## config.mk

```make
export PLATFORM = sky130hd
export DESIGN_NAME = hdmi_packet_serializer
export DESIGN_NICKNAME = d
export VERILOG_FILES = /design/src/rtl/hdmi_packet_serializer.sv
export SDC_FILE = /design/constraint.sdc
export NUM_CORES = 1
export LEC_CHECK = 0
export BUFFER_PORTS_ARGS = -buffer_cell sky130_fd_sc_hd__buf_4
export CORE_MARGIN = 2
export CORE_UTILIZATION = 35
export CTS_CLUSTER_DIAMETER = 100
export DETAILED_ROUTE_END_ITERATION = 7
export PLACE_DENSITY_LB_ADDON = 0.12
export SYNTH_ARGS = -nofsm -noshare
export SYNTH_HDL_FRONTEND = slang
export SYNTH_SLANG_ARGS = --single-unit
```

## constraint.sdc

```tcl
create_clock -name clk_pixel -period 7.05 [get_ports clk_pixel]
set_input_delay 0.705 -clock clk_pixel [delete_from_list [all_inputs] [get_ports clk_pixel]]
set_output_delay 0.705 -clock clk_pixel [all_outputs]
set_load 0.05 [all_outputs]
```

## src/rtl/hdmi_packet_serializer.sv

```systemverilog
// HDMI data-island packet serializer: 24-bit header + four 56-bit subpackets with BCH ECC, 9 bits/clock over 32 clocks.
// Optional completed-packet counter enabled by defining HDMI_PACKET_STATS_EN.
module hdmi_packet_serializer (
  input  logic         clk_pixel,
  input  logic         rst_n,
  input  logic         data_island_period,
  input  logic [23:0]  header,
  input  logic [223:0] sub,
  output logic [8:0]   packet_data,
  output logic         packet_end
`ifdef HDMI_PACKET_STATS_EN
  ,
  output logic [15:0]  packet_count
`endif
);

  function automatic logic [7:0] ecc_step(input logic [7:0] e, input logic b);
    ecc_step = (e >> 1) ^ ((e[0] ^ b) ? 8'h83 : 8'h00);
  endfunction

  logic [4:0]   c;
  logic [23:0]  hdr_sh;
  logic [223:0] sub_sh;
  logic [7:0]   eh;
  logic [7:0]   es [4];

  logic [23:0]  hdr_cur;
  logic [223:0] sub_cur;
  logic [55:0]  sk [4];
  logic         hb;
  logic [3:0]   b0, b1;
  logic [7:0]   eh_nxt;
  logic [7:0]   es_nxt [4];
  logic [7:0]   es_base;

  // Index 0 reads the live inputs while the shadows are being loaded on the same edge.
  always_comb begin
    hdr_cur = (c == '0) ? header : hdr_sh;
    sub_cur = (c == '0) ? sub : sub_sh;
    hb      = (c <= 5'd23) ? hdr_cur[c] : eh[c[2:0]];
    eh_nxt  = ecc_step((c == '0) ? '0 : eh, hb);
    b0      = '0;
    b1      = '0;
    es_base = '0;
    for (int unsigned k = 0; k < 4; k++) begin
      sk[k]     = sub_cur[56*k +: 56];
      es_nxt[k] = '0;
      if (c <= 5'd27) begin
        b0[k] = sk[k][{c, 1'b0}];
        b1[k] = sk[k][{c, 1'b1}];
      end else begin
        b0[k] = es[k][{c[1:0], 1'b0}];
        b1[k] = es[k][{c[1:0], 1'b1}];
      end
      es_base   = (c == '0) ? '0 : es[k];
      es_nxt[k] = ecc_step(ecc_step(es_base, b0[k]), b1[k]);
    end
  end

  always_ff @(posedge clk_pixel or negedge rst_n) begin
    if (!rst_n) begin
      c           <= '0;
      hdr_sh      <= '0;
      sub_sh      <= '0;
      eh          <= '0;
      packet_data <= '0;
      packet_end  <= 1'b0;
      for (int unsigned k = 0; k < 4; k++) es[k] <= '0;
`ifdef HDMI_PACKET_STATS_EN
      packet_count <= '0;
`endif
    end else if (!data_island_period) begin
      c           <= '0;
      packet_data <= '0;
      packet_end  <= 1'b0;
    end else begin
      c           <= c + 5'd1;
      packet_data <= {b1, b0, hb};
      packet_end  <= (c == 5'd31);
      if (c == '0) begin
        hdr_sh <= header;
        sub_sh <= sub;
      end
      if (c <= 5'd23) eh <= eh_nxt;
      if (c <= 5'd27)
        for (int unsigned k = 0; k < 4; k++) es[k] <= es_nxt[k];
`ifdef HDMI_PACKET_STATS_EN
      if (c == 5'd31) packet_count <= packet_count + 16'd1;
`endif
    end
  end

endmodule

```

==> impl_metrics.yaml, run 1 <==
floorplan:
  i_o_pins: 261
  die-width_um: 217
  initial_core_util_pct: 35.2
  std_cell_rows: 78
  fp.coreArea_um2: 45100
  die_area_um2: 47000
  chip_height_um: 217
timing:
  final_critical_path_time_including_i_o_delays_and_setup_ns: 4.83
  slew_violations: 0
  final.setup.tns_ns: 0
  worst_slew_pin_slew_ns: 1.20
  setup_viol: 0
  grt_setup_unrepaired: "false"
  post_route_clock_period_utilization_pct: 68.6
  holdWs_ns: 0.240
  slew-limit-headroom_pct: 20.0
  max_freq_mhz: 207
  finalClockSkew_ns: 0.0167
  worst_slack_ns: 2.22
  report.final.hold_viol_count: 0
pwr:
  leakage_nw: 8.74
  ir_drop_uv: 130
  power.total_mw: 5.98
  power_density_nw_per_um2: 306
  sequentialPowerShare_pct: 41.0
  comb_power_share_pct: 26.6
  intPower_mw: 4.12
  power_switching_mw: 1.86
  swShare_pct: 31.1
  share_clk_of_total_power_pct: 32.4
drt:
  routed.top_layer: "met4"
  drt_first_iter_violations: 965
  wirelength_met1_um: 24700
  met2RoutedLength_um: 24700
  routed-wl-met3_um: 3070
  post-route-drc-count: 0
  drt-wirelength-per-cell_um: 22.3
  drt-vias-per-instance: 5.30
  drt_wl_total_um: 53700
  routed-via-count: 12800
  dr.pass1.iters: 5
  drtAntennaViolNets: 0
global_routing:
  grt_pass1_wl_um: 80800
  grt_pass1_vias: 12800
  gr-total-overflow: 0
  gr-usage-all-layers_pct: 22.8
  maximum_number_of_pins_on_one_net_before_global_route_repair: 149
  antenna_found_initial: 0
cts:
  tritoncts: "yes"
  cts_num_sinks: 303
  cts_hold_buffers: 0
  clk_pin_slew_worst_paths_ns: 0.06
  cts.root.buffer_cell: "sky130_fd_sc_hd__clkbuf_16"
  clock_path_buffers: 3
  clk-insertion-delay-late_ns: 0.56
  postCtsSetupBuffers: 0
  cts_inserted_buffers: 38
  post_cts.resized_instances: 0
  htreeDepth: 2
setup_path:
  crit_path_start_kind: "flip-flop"
  worst-setup-path-type: "flip-flop to flip-flop"
  critPathArrivalTime_ns: 5.32
  critPathLaunch: "c[0]"
  data_required_time_of_the_critical_path_ns: 7.54
  crit_path_end_kind: "flip-flop"
  timing.critical_path.fanout_max: 55
  worstReg2RegStart: "c[0]"
placed_design:
  detailed_place.area_um2: 18300
  dp.cells: 2338
  placement.setup.worst_slack_ns: 2.19
  routabilityCongestion: 0.825
  dpl.hpwl_um: 36700
  number_of_i_o_port_buffers: 260
logic_synthesis:
  synth_seq_area_share_pct: 47.8
  yosysWarningCount: 0
  synth_area_per_cell_um2: 10.1
  yosys_most_used_dff: "sky130_fd_sc_hd__dfrtp_1"
  mappedNetlistArea_um2: 15900
  synth_cells: 1570
  postSynthRegisterBits: 303
  synth_cell_types: 69
  asyncSetResetFlopFracSynth_pct: 100
  mappedNetlistNets: 1824
  number_of_enable_flip_flop_cells_after_synthesis: 0
layout:
  final_util_pct: 43.4
  fill_count: 4397
  area_growth_syn_to_layout_pct: 23.2
  final_cell_area_um2: 19500
  design.final.nets: 2032
  layout.cells.non_filler: 2407
  post_route_cells_drive_above_1_share_pct: 32.9
  diodes: 0
run_status:
  outcome: "finished, final reports clean"
run:
  max-cap-violations: 0
hold_path:
  hold_path_class: "input port to asynchronous set/reset pin"
-- synthesized netlist by cell type, types with 4 or more instances --
| master | n | area (um2) |
|---|---|---|
| sky130_fd_sc_hd__o21ai_0 | 46 | 230 |
| sky130_fd_sc_hd__mux4_2 | 39 | 878 |
| sky130_fd_sc_hd__nor4_1 | 8 | 50.1 |
| sky130_fd_sc_hd__clkbuf_1 | 60 | 225 |
| sky130_fd_sc_hd__buf_2 | 33 | 165 |
| sky130_fd_sc_hd__a221oi_1 | 4 | 35.0 |
| sky130_fd_sc_hd__nor3_1 | 8 | 40.0 |
| sky130_fd_sc_hd__and2_1 | 8 | 50.1 |
| sky130_fd_sc_hd__nor2_1 | 42 | 158 |
| sky130_fd_sc_hd__a211oi_1 | 4 | 30.0 |
| sky130_fd_sc_hd__xnor2_1 | 19 | 166 |
| sky130_fd_sc_hd__a32oi_1 | 9 | 78.8 |
| sky130_fd_sc_hd__buf_6 | 8 | 90.1 |
| sky130_fd_sc_hd__o211ai_1 | 6 | 45.0 |
| sky130_fd_sc_hd__mux2i_1 | 42 | 420 |
| sky130_fd_sc_hd__a31oi_1 | 24 | 150 |
| sky130_fd_sc_hd__buf_4 | 5 | 37.5 |
| sky130_fd_sc_hd__xor2_1 | 10 | 87.6 |
| sky130_fd_sc_hd__a21oi_1 | 30 | 150 |
| sky130_fd_sc_hd__buf_1 | 12 | 45.0 |
| sky130_fd_sc_hd__dfrtp_1 | 303 | 7580 |
| sky130_fd_sc_hd__mux2_2 | 189 | 2130 |
| sky130_fd_sc_hd__o21ai_1 | 7 | 35.0 |
| sky130_fd_sc_hd__nand2_1 | 485 | 1820 |
| sky130_fd_sc_hd__a32o_1 | 5 | 50.1 |
| sky130_fd_sc_hd__o22ai_1 | 4 | 25.0 |
| sky130_fd_sc_hd__inv_1 | 6 | 22.5 |
| sky130_fd_sc_hd__a2111oi_0 | 5 | 43.8 |
| sky130_fd_sc_hd__nand4_1 | 26 | 163 |
| sky130_fd_sc_hd__nand3_1 | 68 | 340 |
| sky130_fd_sc_hd__nor2b_1 | 4 | 25.0 |
-- flip-flops by register name (all words and copies together), names as in the netlist --
register and count:
es 32, eh 8, c 5, packet_data 9
packet_end 1, hdr_sh 24, sub_sh 224
-- worst max-delay path: stages, from the launching register on --
cell and delay (ns):
sky130_fd_sc_hd__dfrtp_2 0.81, sky130_fd_sc_hd__inv_2 0.51, sky130_fd_sc_hd__ha_1 0.37, sky130_fd_sc_hd__or4b_4 0.70, sky130_fd_sc_hd__buf_4 0.43, sky130_fd_sc_hd__nand2_1 0.10
sky130_fd_sc_hd__nand4_1 0.09, sky130_fd_sc_hd__nand4_1 0.11, sky130_fd_sc_hd__nor4_1 0.45, sky130_fd_sc_hd__o22ai_1 0.20, sky130_fd_sc_hd__xor2_1 0.25, sky130_fd_sc_hd__xor2_1 0.16
sky130_fd_sc_hd__or4_1 0.42, sky130_fd_sc_hd__nand4b_1 0.11
-- area by class of cell --
cell class	instances	area, um2	area share [%]
clock inverters	6	32.5	0.166
well taps	600	751	3.84
flip-flops and latches	303	7580	38.8
clock buffers	63	1210	6.18
multi-input cells	1139	7720	39.5
inverters	10	37.5	0.192
repair buffers	286	2220	11.3
-- placed cells by master (no fill, tap or decap), types with 4 or more instances in the layout --
master,instances
sky130_fd_sc_hd__buf_12,5
sky130_fd_sc_hd__clkbuf_16,41
sky130_fd_sc_hd__nand3_1,68
sky130_fd_sc_hd__clkbuf_8,10
sky130_fd_sc_hd__nor2_1,39
sky130_fd_sc_hd__o21ai_0,46
sky130_fd_sc_hd__a21oi_1,30
sky130_fd_sc_hd__a221oi_1,4
sky130_fd_sc_hd__xnor2_1,19
sky130_fd_sc_hd__buf_4,280
sky130_fd_sc_hd__nand2_1,484
sky130_fd_sc_hd__a31oi_1,24
sky130_fd_sc_hd__nand4_1,26
sky130_fd_sc_hd__inv_1,6
sky130_fd_sc_hd__o22ai_1,4
sky130_fd_sc_hd__nor4_1,8
sky130_fd_sc_hd__a32o_1,5
sky130_fd_sc_hd__clkinv_2,5
sky130_fd_sc_hd__a211oi_1,4
sky130_fd_sc_hd__a32oi_1,9
sky130_fd_sc_hd__mux4_2,39
sky130_fd_sc_hd__mux2_2,189
sky130_fd_sc_hd__and2_1,8
sky130_fd_sc_hd__nor3_1,7
sky130_fd_sc_hd__a2111oi_0,5
sky130_fd_sc_hd__mux2i_1,42
sky130_fd_sc_hd__clkbuf_1,12
sky130_fd_sc_hd__o21ai_1,7
sky130_fd_sc_hd__dfrtp_1,302
sky130_fd_sc_hd__o211ai_1,6
sky130_fd_sc_hd__xor2_1,10
-- layer usage --
layer  vias up  track usage [%]
met2       358             36.2
met1      6422             32.1
met3        75             4.25
met5         -                0
li1       5896                -
met4         0             6.19
-- power by group through the flow --
stage / logic (mW) / registers, mW / clock network, mW
after CTS: 1.61 / 2.45 / 1.99
after floorplan: 1.13 / 2.41 / 0
after global routing: 1.75 / 2.50 / 2.06
final: 1.59 / 2.45 / 1.94
after detailed placement: 1.60 / 2.47 / 0
after global placement: 1.58 / 2.46 / 0
-- final timing paths --
check | slack (ns) | cells after the start | to
worst max-delay path | 2.22 | 13 | es[25]
worst min-delay path | 0.24 | 1 | sub_sh[166]
worst max register to register | 2.22 | 13 | es[25]
worst min register to register | 0.47 | 2 | sub_sh[128]
max in group asynchronous | 5.30 | 2 | c[0]
min in group clk_pixel | 0.35 | 3 | sub_sh[149]
-- cells by family (layout without fill, tap and decap cells) --
group | after synthesis | after routing | share of synthesized area [%]
and+or+nand+nor | 664 | 664 | 17.4
buffers and inverters | 128 | 365 | 3.79
AOI/OAI and AO/OA | 171 | 171 | 7.40
xor gates and xnor gates | 30 | 30 | 1.70
DFF | 303 | 303 | 47.8
adders and majority gates | 3 | 3 | 0.237
muxes | 271 | 271 | 21.7
No activity file was read; power rests on OpenSTA's default activity.
==> inputs of run 2 (changes only) <==
==> constraint.sdc (replaced) <==
create_clock -name clk_pixel -period 4.88 [get_ports clk_pixel]
set_input_delay 0.488 -clock clk_pixel [delete_from_list [all_inputs] [get_ports clk_pixel]]
set_output_delay 0.488 -clock clk_pixel [all_outputs]
set_load 0.05 [all_outputs]
==> impl_metrics.yaml, run 2 (synthesis gave the netlist of run 1 again) <==
cts:
  cts_hold_buffers: 0
  cts.root.buffer_cell: "sky130_fd_sc_hd__clkbuf_16"
  post_cts.resized_instances: 0
  postCtsSetupBuffers: 0
  htreeDepth: 2
  clock_path_buffers: 3
  cts_num_sinks: 303
  cts_inserted_buffers: 38
  tritoncts: "yes"
  clk-insertion-delay-late_ns: 0.55
  clk_pin_slew_worst_paths_ns: 0.06
global_routing:
  gr-total-overflow: 0
  grt_pass1_vias: 13200
  antenna_found_initial: 1
  maximum_number_of_pins_on_one_net_before_global_route_repair: 123
  gr-usage-all-layers_pct: 23.4
  grt_pass1_wl_um: 82800
layout:
  final_util_pct: 43.7
  design.final.nets: 2058
  post_route_cells_drive_above_1_share_pct: 33.6
  layout.cells.non_filler: 2432
  area_growth_syn_to_layout_pct: 24.2
  diodes: 0
  max_reg_flops: 224
  fill_count: 4401
  largest-register: "sub_sh"
  largest_registers: "sub_sh (224), es (32), hdr_sh (24)"
  most_frequent_cells_in_the_layout: "sky130_fd_sc_hd__nand2_1, sky130_fd_sc_hd__buf_4, sky130_fd_sc_hd__dfrtp_1"
  mostFrequentLayoutCell: "sky130_fd_sc_hd__nand2_1"
setup_path:
  timing.critical_path.max_delay_family: "multiplexers"
  cpPeakStageDelay_ns: 0.51
  path_buf_inv: 3
  timing.critical_path.fanout_max: 5
  critPathArrivalTime_ns: 4.46
  worst-setup-path-type: "flip-flop to flip-flop"
  crit_path_end_kind: "flip-flop"
  cpMaxStageDelayCell: "sky130_fd_sc_hd__mux4_2"
  crit_path_start_kind: "flip-flop"
  timing.reg2reg.setup_slack_ns: 0.91
  data_required_time_of_the_critical_path_ns: 5.37
  path_cells: "inv_2 > ha_1 > nor4b_2 > buf_4 > mux4_2 > mux4_2 > a2111oi_0 > buf_4 > a311o_2 > xor2_1 > or4_1 > nand4b_1"
pwr:
  swShare_pct: 31.1
  leakage_nw: 8.85
  comb_power_share_pct: 27.2
  power_density_nw_per_um2: 439
  intPower_mw: 5.96
  share_clk_of_total_power_pct: 32.0
  sequentialPowerShare_pct: 40.8
  ir_drop_uv: 197
  power_switching_mw: 2.68
  power.total_mw: 8.64
timing:
  final_critical_path_time_including_i_o_delays_and_setup_ns: 3.97
  report.final.hold_viol_count: 0
  slew_violations: 0
  finalClockSkew_ns: 0.0216
  final.setup.tns_ns: 0
  grt_setup_unrepaired: "false"
  slew-limit-headroom_pct: 24.4
  max_freq_mhz: 252
  worst_slew_pin_slew_ns: 1.13
  holdWs_ns: 0.0287
  setup_viol: 0
  post_route_clock_period_utilization_pct: 81.4
placed_design:
  number_of_i_o_port_buffers: 260
  routabilityCongestion: 0.821
  dp.cells: 2364
  dpl.hpwl_um: 37800
drt:
  drt-wirelength-per-cell_um: 22.5
  dr.pass1.iters: 5
  drt_wl_total_um: 54600
  routed-via-count: 12800
  post-route-drc-count: 0
  drt-vias-per-instance: 5.28
  drtAntennaViolNets: 0
  drt_first_iter_violations: 795
hold_path:
  hold_path_class: "input port to asynchronous set/reset pin"
floorplan:
  chip_height_um: 217
  die-width_um: 217
  initial_core_util_pct: 35.2
  i_o_pins: 261
  std_cell_rows: 78
  fp.coreArea_um2: 45100
  die_area_um2: 47000
run_status:
  outcome: "finished, final reports clean"
run:
  max-cap-violations: 0
-- run 2: changes by cell type in the layout (fill, tap and decap cells not counted), moves of 2 or more --
| cell | previous run | this run |
|---|---|---|
| sky130_fd_sc_hd__clkinv_2 | 5 | 1 |
| sky130_fd_sc_hd__clkbuf_8 | 10 | 13 |
| sky130_fd_sc_hd__buf_4 | 280 | 307 |
| sky130_fd_sc_hd__clkbuf_16 | 41 | 39 |
| sky130_fd_sc_hd__clkbuf_1 | 12 | 14 |
-- run 2: path summary, 6_finish.rpt --
kind | end | from | cells past startpoint
max | es[25] | c[0] | 12
min | sub_sh[80] | rst_n | 1
max reg2reg | es[25] | c[0] | 12
min reg2reg | sub_sh[120] | sub_sh[120] | 2
max in group asynchronous | c[0] | rst_n | 2
min in group clk_pixel | sub_sh[158] | sub[158] | 3
-- run 2: final cells by class --
type / instances / area (um2) / area share (%)
clock buffer: 66 / 1210 / 6.13
sequential: 303 / 7580 / 38.5
clock inverter: 2 / 13.8 / 0.0698
tap: 600 / 751 / 3.81
inverter: 10 / 37.5 / 0.190
multi-input combinational: 1139 / 7710 / 39.1
timing repair buffer: 312 / 2400 / 12.2
-- run 2: per-stage QoR --
stage	setup slack, ns	cell area [um2]
floorplan	0.788	15900
global placement	1.09	18500
detailed placement	0.938	18500
CTS	0.914	19700
global route	0.749	19700
finish	0.908	19700
-- run 2: power groups by stage --
stage                     logic, mW  clock network [mW]  registers (mW)
after CTS                      2.38                2.84            3.52
after detailed placement       2.37                   0            3.56
after global placement         2.33                   0            3.54
final                          2.35                2.76            3.52
after floorplan                1.64                   0            3.48
after global routing           2.59                2.93            3.61
-- run 2: per-layer routing --
metal / vias up / global-route usage (%) / routed length (um)
li1: 5934 / - / -
met1: 6436 / 31.4 / 24000
met2: 397 / 38.0 / 25800
met3: 82 / 4.37 / 3260
met4: 0 / 8.06 / 1630
met5: - / 0 / 0
